===== src/rtl/pll_cfg_responder.sv =====
`default_nettype none
// ============================================================================
// Module   : pll_cfg_responder
// Brief    : Avalon-MM fractional-PLL reconfig responder with shadow/commit
//            and a timed busy/lock sequence. Optional DPS: PLL_CFG_DPS_EN.
// Revision : 1.0 - initial release
// ============================================================================
module pll_cfg_responder #(
    parameter int          NUM_C        = 3,
    parameter int          RECFG_CYCLES = 16,
    parameter int          LOCK_CYCLES  = 64,
    parameter logic [17:0] M_INIT       = 18'h00606,
    parameter logic [17:0] N_INIT       = 18'h10000,
    parameter logic [17:0] C_INIT       = 18'h00505
) (
    input  logic                  clk_sys,
    input  logic                  reset_n,
    input  logic                  cfg_write,
    input  logic                  cfg_read,
    input  logic [5:0]            cfg_address,
    input  logic [31:0]           cfg_writedata,
    output logic [31:0]           cfg_readdata,
    output logic                  cfg_waitrequest,
    output logic [17:0]           act_m,
    output logic [17:0]           act_n,
    output logic [18*NUM_C-1:0]   act_c,
    output logic [31:0]           act_mfrac,
    output logic [3:0]            act_bw,
    output logic [2:0]            act_cp,
    output logic [16*NUM_C-1:0]   c_phase,
    output logic                  busy,
    output logic                  pll_locked
);

    localparam logic [5:0]  c_num_c      = 6'(NUM_C);
    localparam logic [31:0] c_recfg_load = 32'(RECFG_CYCLES - 1);
    localparam logic [31:0] c_lock_load  = 32'(LOCK_CYCLES - 1);

    typedef enum logic [1:0] {
        ST_IDLE     = 2'd0,
        ST_RECFG    = 2'd1,
`ifdef PLL_CFG_DPS_EN
        ST_LOCKWAIT = 2'd2,
        ST_SHIFT    = 2'd3
`else
        ST_LOCKWAIT = 2'd2
`endif
    } state_t;

    state_t                 r_state;
    logic [31:0]            r_cnt;
    logic                   r_boot;
    logic                   r_busy;
    logic                   r_locked;
    logic                   r_mode;
    logic                   r_err;
    logic [31:0]            r_rdata;
    logic [4:0]             r_c_sel;

    logic [17:0]            r_sh_m, r_sh_n;
    logic [NUM_C-1:0][17:0] r_sh_c;
    logic [31:0]            r_sh_mfrac;
    logic [3:0]             r_sh_bw;
    logic [2:0]             r_sh_cp;

    logic [17:0]            r_act_m, r_act_n;
    logic [NUM_C-1:0][17:0] r_act_c;
    logic [31:0]            r_act_mfrac;
    logic [3:0]             r_act_bw;
    logic [2:0]             r_act_cp;

    logic                   w_wr_acc, w_rd_acc;
    logic                   w_wr_start, w_start_go, w_start_drop;
    logic                   w_c_ok, w_c_drop;
    logic                   w_dps_go, w_dps_drop;
    logic                   w_commit;
    logic [17:0]            w_c_rd;
    logic [31:0]            w_rmux;

    assign cfg_waitrequest = ~r_mode & r_busy;
    assign busy            = r_busy;
    assign pll_locked      = r_locked;
    assign cfg_readdata    = r_rdata;
    assign act_m           = r_act_m;
    assign act_n           = r_act_n;
    assign act_c           = r_act_c;
    assign act_mfrac       = r_act_mfrac;
    assign act_bw          = r_act_bw;
    assign act_cp          = r_act_cp;

    // A read coinciding with a write is dropped so readdata holds.
    assign w_wr_acc = cfg_write & ~cfg_waitrequest;
    assign w_rd_acc = cfg_read & ~cfg_write & ~cfg_waitrequest;

    assign w_wr_start   = w_wr_acc && (cfg_address == 6'd2);
    assign w_start_go   = w_wr_start && !r_boot &&
                          (r_state == ST_IDLE || r_state == ST_LOCKWAIT);
    assign w_start_drop = w_wr_start && !w_start_go;

    assign w_c_ok   = {1'b0, cfg_writedata[22:18]} < c_num_c;
    assign w_c_drop = w_wr_acc && (cfg_address == 6'd5) && !w_c_ok;
    assign w_commit = (r_state == ST_RECFG) && (r_cnt == 32'd0);

`ifdef PLL_CFG_DPS_EN
    logic                   w_wr_dps, w_dps_ok, w_dps_nz;
    logic [4:0]             r_dps_idx;
    logic                   r_dps_dir;
    logic [NUM_C-1:0][15:0] r_phase;

    assign w_wr_dps   = w_wr_acc && (cfg_address == 6'd6);
    assign w_dps_ok   = {1'b0, cfg_writedata[20:16]} < c_num_c;
    assign w_dps_nz   = cfg_writedata[15:0] != 16'd0;
    assign w_dps_go   = w_wr_dps && w_dps_ok && w_dps_nz &&
                        (r_state == ST_IDLE) && !r_boot;
    // Zero-count DPS with a valid index is a silent no-op.
    assign w_dps_drop = w_wr_dps && (!w_dps_ok || (w_dps_nz && !w_dps_go));
    assign c_phase    = r_phase;
`else
    assign w_dps_go   = 1'b0;
    assign w_dps_drop = 1'b0;
    assign c_phase    = '0;
`endif

    always_comb begin
        w_c_rd = 18'd0;
        for (int k = 0; k < NUM_C; k++) begin
            if (r_c_sel == k[4:0]) w_c_rd = r_sh_c[k];
        end
    end

    always_comb begin
        w_rmux = 32'd0;
        case (cfg_address)
            6'd0:    w_rmux = {31'd0, r_mode};
            6'd1:    w_rmux = {30'd0, r_err, ~r_busy};
            6'd3:    w_rmux = {14'd0, r_sh_n};
            6'd4:    w_rmux = {14'd0, r_sh_m};
            6'd5:    w_rmux = {9'd0, r_c_sel, w_c_rd};
            6'd7:    w_rmux = r_sh_mfrac;
            6'd8:    w_rmux = {28'd0, r_sh_bw};
            6'd9:    w_rmux = {29'd0, r_sh_cp};
            default: w_rmux = 32'd0;
        endcase
    end

    // Sequencer FSM: boot lock wait, reconfig/commit, lock wait, phase shift.
    always_ff @(posedge clk_sys or negedge reset_n) begin
        if (!reset_n) begin
            r_state  <= ST_IDLE;
            r_cnt    <= 32'd0;
            r_boot   <= 1'b1;
            r_busy   <= 1'b0;
            r_locked <= 1'b0;
`ifdef PLL_CFG_DPS_EN
            r_dps_idx <= 5'd0;
            r_dps_dir <= 1'b0;
            r_phase   <= '0;
`endif
        end else if (r_boot) begin
            r_boot  <= 1'b0;
            r_state <= ST_LOCKWAIT;
            r_cnt   <= c_lock_load;
        end else begin
            case (r_state)
                ST_IDLE: begin
                    if (w_start_go) begin
                        r_state  <= ST_RECFG;
                        r_cnt    <= c_recfg_load;
                        r_busy   <= 1'b1;
                        r_locked <= 1'b0;
                    end
`ifdef PLL_CFG_DPS_EN
                    else if (w_dps_go) begin
                        r_state   <= ST_SHIFT;
                        r_cnt     <= {16'd0, cfg_writedata[15:0]};
                        r_busy    <= 1'b1;
                        r_dps_idx <= cfg_writedata[20:16];
                        r_dps_dir <= cfg_writedata[21];
                    end
`endif
                end
                ST_RECFG: begin
                    if (r_cnt == 32'd0) begin
                        r_state <= ST_LOCKWAIT;
                        r_cnt   <= c_lock_load;
                        r_busy  <= 1'b0;
                    end else begin
                        r_cnt <= r_cnt - 32'd1;
                    end
                end
                ST_LOCKWAIT: begin
                    if (w_start_go) begin
                        r_state <= ST_RECFG;
                        r_cnt   <= c_recfg_load;
                        r_busy  <= 1'b1;
                    end else if (r_cnt == 32'd0) begin
                        r_state  <= ST_IDLE;
                        r_locked <= 1'b1;
                    end else begin
                        r_cnt <= r_cnt - 32'd1;
                    end
                end
`ifdef PLL_CFG_DPS_EN
                ST_SHIFT: begin
                    for (int k = 0; k < NUM_C; k++) begin
                        if (r_dps_idx == k[4:0])
                            r_phase[k] <= r_dps_dir ? r_phase[k] + 16'd1
                                                    : r_phase[k] - 16'd1;
                    end
                    if (r_cnt == 32'd1) begin
                        r_state <= ST_IDLE;
                        r_busy  <= 1'b0;
                    end else begin
                        r_cnt <= r_cnt - 32'd1;
                    end
                end
`endif
                default: r_state <= ST_IDLE;
            endcase
        end
    end

    // Register file: mode/err, shadows, atomic commit, registered read data.
    always_ff @(posedge clk_sys or negedge reset_n) begin
        if (!reset_n) begin
            r_mode      <= 1'b0;
            r_err       <= 1'b0;
            r_rdata     <= 32'd0;
            r_c_sel     <= 5'd0;
            r_sh_m      <= M_INIT;
            r_sh_n      <= N_INIT;
            r_sh_c      <= {NUM_C{C_INIT}};
            r_sh_mfrac  <= 32'd0;
            r_sh_bw     <= 4'd0;
            r_sh_cp     <= 3'd0;
            r_act_m     <= M_INIT;
            r_act_n     <= N_INIT;
            r_act_c     <= {NUM_C{C_INIT}};
            r_act_mfrac <= 32'd0;
            r_act_bw    <= 4'd0;
            r_act_cp    <= 3'd0;
        end else begin
            if (w_wr_acc) begin
                case (cfg_address)
                    6'd0: begin
                        r_mode <= cfg_writedata[0];
                        r_err  <= 1'b0;
                    end
                    6'd3: r_sh_n <= cfg_writedata[17:0];
                    6'd4: r_sh_m <= cfg_writedata[17:0];
                    6'd5: begin
                        if (w_c_ok) begin
                            r_c_sel <= cfg_writedata[22:18];
                            for (int k = 0; k < NUM_C; k++) begin
                                if (cfg_writedata[22:18] == k[4:0])
                                    r_sh_c[k] <= cfg_writedata[17:0];
                            end
                        end
                    end
                    6'd7: r_sh_mfrac <= cfg_writedata;
                    6'd8: r_sh_bw    <= cfg_writedata[3:0];
                    6'd9: r_sh_cp    <= cfg_writedata[2:0];
                    default: ;
                endcase
            end
            if (w_c_drop || w_start_drop || w_dps_drop) r_err <= 1'b1;
            if (w_commit) begin
                r_act_m     <= r_sh_m;
                r_act_n     <= r_sh_n;
                r_act_c     <= r_sh_c;
                r_act_mfrac <= r_sh_mfrac;
                r_act_bw    <= r_sh_bw;
                r_act_cp    <= r_sh_cp;
            end
            if (w_rd_acc) r_rdata <= w_rmux;
        end
    end

endmodule
`default_nettype wire


===== config.mk =====
export PLATFORM = sky130hd
export DESIGN_NAME = pll_cfg_responder
export DESIGN_NICKNAME = d
export VERILOG_FILES = /design/src/rtl/pll_cfg_responder.sv
export SDC_FILE = /design/constraint.sdc
export NUM_CORES = 1
export LEC_CHECK = 0
export CELL_PAD_IN_SITES_DETAIL_PLACEMENT = 0
export CELL_PAD_IN_SITES_GLOBAL_PLACEMENT = 1
export CORE_UTILIZATION = 41
export DETAILED_ROUTE_END_ITERATION = 7
export PLACE_DENSITY = 0.83
export SYNTH_ARGS = -nofsm -noshare
export SYNTH_HDL_FRONTEND = slang
export SYNTH_SLANG_ARGS = --single-unit

===== constraint.sdc =====
create_clock -name clk_sys -period 3.2 [get_ports clk_sys]
set_input_delay 0.64 -clock clk_sys [delete_from_list [all_inputs] [get_ports clk_sys]]
set_output_delay 0.64 -clock clk_sys [all_outputs]
set_load 0.01 [all_outputs]

==> flow_summary.json <==
{
  "status": "completed",
  "antenna_left": 0,
  "irDropWorstVdd_mv": 0.416,
  "clk_latency_ns": 0.53,
  "synth_xor_xnor_area_share_pct": 0,
  "synthCells": 1354,
  "drive_above_1_share_pct": 18.8,
  "initial_core_util_pct": 41.8,
  "grt_pass1_vias": 10500,
  "grt_max_degree": 130,
  "syn_avg_cell_area_sq_um": 10.7,
  "cts.sinks": 334,
  "htreeDepth": 2,
  "cts_made_buffers": 37,
  "die_h_microns": 190,
  "cts_root_buf": "clkbuf_16",
  "critPathMostFrequentCell": "nand2_1",
  "p_leak_nw": 8.90,
  "path_cells": "inv_1 > ha_1 > or3b_2 > or2_2 > nor4_4 > and2_4 > buf_4 > nand2_1 > nand2_1",
  "tightest_slew_ns": 0.833,
  "first_pass_iters": 8,
  "synth_mux_area_share_pct": 10.2,
  "grt_pass1_wl_microns": 60600,
  "gp_congestion": 0.815,
  "numPortBuffers": 205,
  "setup-violations-final": 0,
  "final-max-slew-violation-count": 0,
  "clk_pin_slew_ns": 0.06,
  "critPathTopFamily": "simple AND/OR/NAND/NOR gates",
  "max_slew_margin_pct": 44.4,
  "fin_util_pct": 53.1,
  "yosys.area_share.simple_pct": 16.5,
  "post-route-period-util_pct": 92.8,
  "core-area_sq_um": 34700,
  "synth_cell_types": 63,
  "critPathKind": "register to register",
  "yosysWarnings": 0,
  "hold_buffers": 0,
  "drv_cap": 0,
  "place_inst": 1991,
  "skew_ns": 0.0169,
  "fin_area_sq_um": 18400,
  "fin_crit_ns": 2.97,
  "start_kind": "register",
  "ios": 254,
  "post_cts_buffers": 0,
  "synth_top_flop_cell": "dfrtp_1",
  "die_w_microns": 190,
  "clockBufferDepth": 3,
  "fmax_mhz": 337,
  "via_per_inst": 5.24,
  "path_buf_inv": 2,
  "powerDensity_nw_per_um2": 548,
  "cts-resized-gates": 0,
  "synth-compound-area-share_pct": 9.37,
  "end_kind": "register",
  "finalHoldViolCount": 0,
  "drtIter0Drc": 908,
  "synthAdderAreaFrac_pct": 0.431,
  "tns_ns": 0,
  "synthesis.area_sq_um": 14500,
  "cts_tree": "done",
  "syn_to_final_growth_pct": 27.0,
  "synth_edf_count": 0,
  "vias": 10800,
  "slowest_stage": "or3b_2",
  "async_flop_share_pct": 100,
  "wirelength_microns": 38600,
  "cp.arrival_ns": 3.43,
  "place_hpwl_microns": 27000,
  "final_cells": 2060,
  "slowest_delay_ns": 0.52,
  "hp-class": "primary input to asynchronous set/reset pin",
  "finalPower_w": 0.0101,
  "antenna_found_initial": 2,
  "floorplan.die_area_sq_um": 36100,
  "synth.yosys.seq_area_share_pct": 57.9,
  "synth_top_family_by_area": "simple AND/OR/NAND/NOR gates",
  "required_ns": 3.66,
  "overflow": 0,
  "num_rows": 68,
  "drcViolationCount": 0,
  "synth_top_area_share_pct": 51.6,
  "grt_usage_pct": 21.6,
  "synth_area_leaders": "dfrtp_1 52%, nand2_1 11%, mux2_2 10%, dfstp_2 6.3%, buf_4 2.5%",
  "place_area_sq_um": 17200,
  "crit_fanout": 18,
  "fin_nets": 1622,
  "synth_top_area_cell": "dfrtp_1",
  "wl_per_cell_microns": 18.7,
  "ys_ff_latch": 334
}
routing by layer:
metal,part of all wire (%),up-vias,global-route usage [%],wire length [microns]
met5,0,-,0,0
met4,2.2,0,6.42,842
met3,5.9,51,3.95,2270
met2,46,298,33.1,17800
met1,46,5420,31.0,17700
li1,-,5021,-,-
kinds of logic (layout without fill, tap and decap cells):
| family | count (synthesis) | in the layout |
|---|---|---|
| simple gates | 562 | 562 |
| flops | 334 | 334 |
| compound gates | 184 | 184 |
| buf+inv | 136 | 337 |
| mux | 132 | 132 |
| fa+ha+maj | 5 | 5 |
| other cells | 1 | 51 |
worst reg2reg max path: cells and delay by family (launching register included):
family | cells | cell delay, ns
buf+inv | 2 | 0.39
simple gates | 6 | 1.93
fa+ha+maj | 1 | 0.18
flops | 1 | 0.41
cell type report:
cell class,count,area (sq um)
Fill cell,3075,16300
Sequential cell,334,8400
Multi-Input combinational cell,932,5520
Timing Repair Buffer,253,2620
Clock buffer,54,1090
Tap cell,455,569
Clock inverter,13,151
Inverter,17,63.8
Antenna cell,2,5.00
final timing paths:
check | from | end | slack, ns | cells past startpoint
worst max-delay path | r_cnt[0] | act_m[16] | 0.23 | 9
worst min-delay path | reset_n | act_c[47] | 0.12 | 1
worst max register to register | r_cnt[0] | act_m[16] | 0.23 | 9
worst min register to register | act_c[18] | act_c[18] | 0.45 | 2
max in group asynchronous | reset_n | act_m[10] | 2.17 | 2
min in group clk_sys | act_c[18] | act_c[18] | 0.45 | 2
sequential cells by signal, summed over array words and instances, names as in the netlist, 2 cells and up:
| signal | flops |
|---|---|
| act_c | 54 |
| act_mfrac | 32 |
| act_bw | 4 |
| r_sh_c | 54 |
| act_m | 18 |
| r_sh_m | 18 |
| cfg_readdata | 32 |
| r_sh_n | 18 |
| r_state | 2 |
| r_c_sel | 5 |
| r_sh_cp | 3 |
| act_n | 18 |
| r_sh_mfrac | 32 |
| r_sh_bw | 4 |
| r_cnt | 32 |
| act_cp | 3 |
per-stage QoR:
stage               setup WS [ns]  hold slack (ns)
detailed placement       -0.00713            0.447
CTS                         0.148            0.150
global placement           0.0306            0.444
finish                      0.231            0.117
floorplan                   0.279            0.344
global route             -0.00189            0.178
placed cells by master, fill, tap and decap left out, types with 17 or more instances in the layout:
| cell | count |
|---|---|
| nand2_1 | 432 |
| a222oi_1 | 35 |
| inv_1 | 17 |
| buf_4 | 32 |
| dfstp_2 | 35 |
| conb_1 | 49 |
| nor2_1 | 33 |
| clkdlybuf4s50_1 | 204 |
| clkbuf_16 | 37 |
| mux2_2 | 131 |
| o21a_1 | 19 |
| o21ai_0 | 18 |
| a21oi_1 | 34 |
| dfrtp_1 | 299 |
| a31oi_1 | 19 |
cell usage after synthesis (5+ instances only):
master	count
a21o_1	7
a21oi_1	34
a221oi_1	6
a222oi_1	35
a31oi_1	19
buf_2	16
buf_4	48
buf_6	11
clkbuf_1	40
dfrtp_1	299
dfstp_2	35
ha_1	5
inv_1	17
mux2_2	131
nand2_1	433
nand2b_1	5
nand3_1	13
nor2_1	34
nor2b_1	8
nor3_1	16
nor4_1	10
o211ai_1	16
o21a_1	19
o21ai_0	18
or3_1	7
or4_1	6
report_power, final:
part           internal [W]  switching (W)
Clock               0.00254        0.00174
Combinational      0.000514       0.000639
Sequential          0.00445       0.000202
Total               0.00751        0.00258
(Power assumes the default switching activity.)
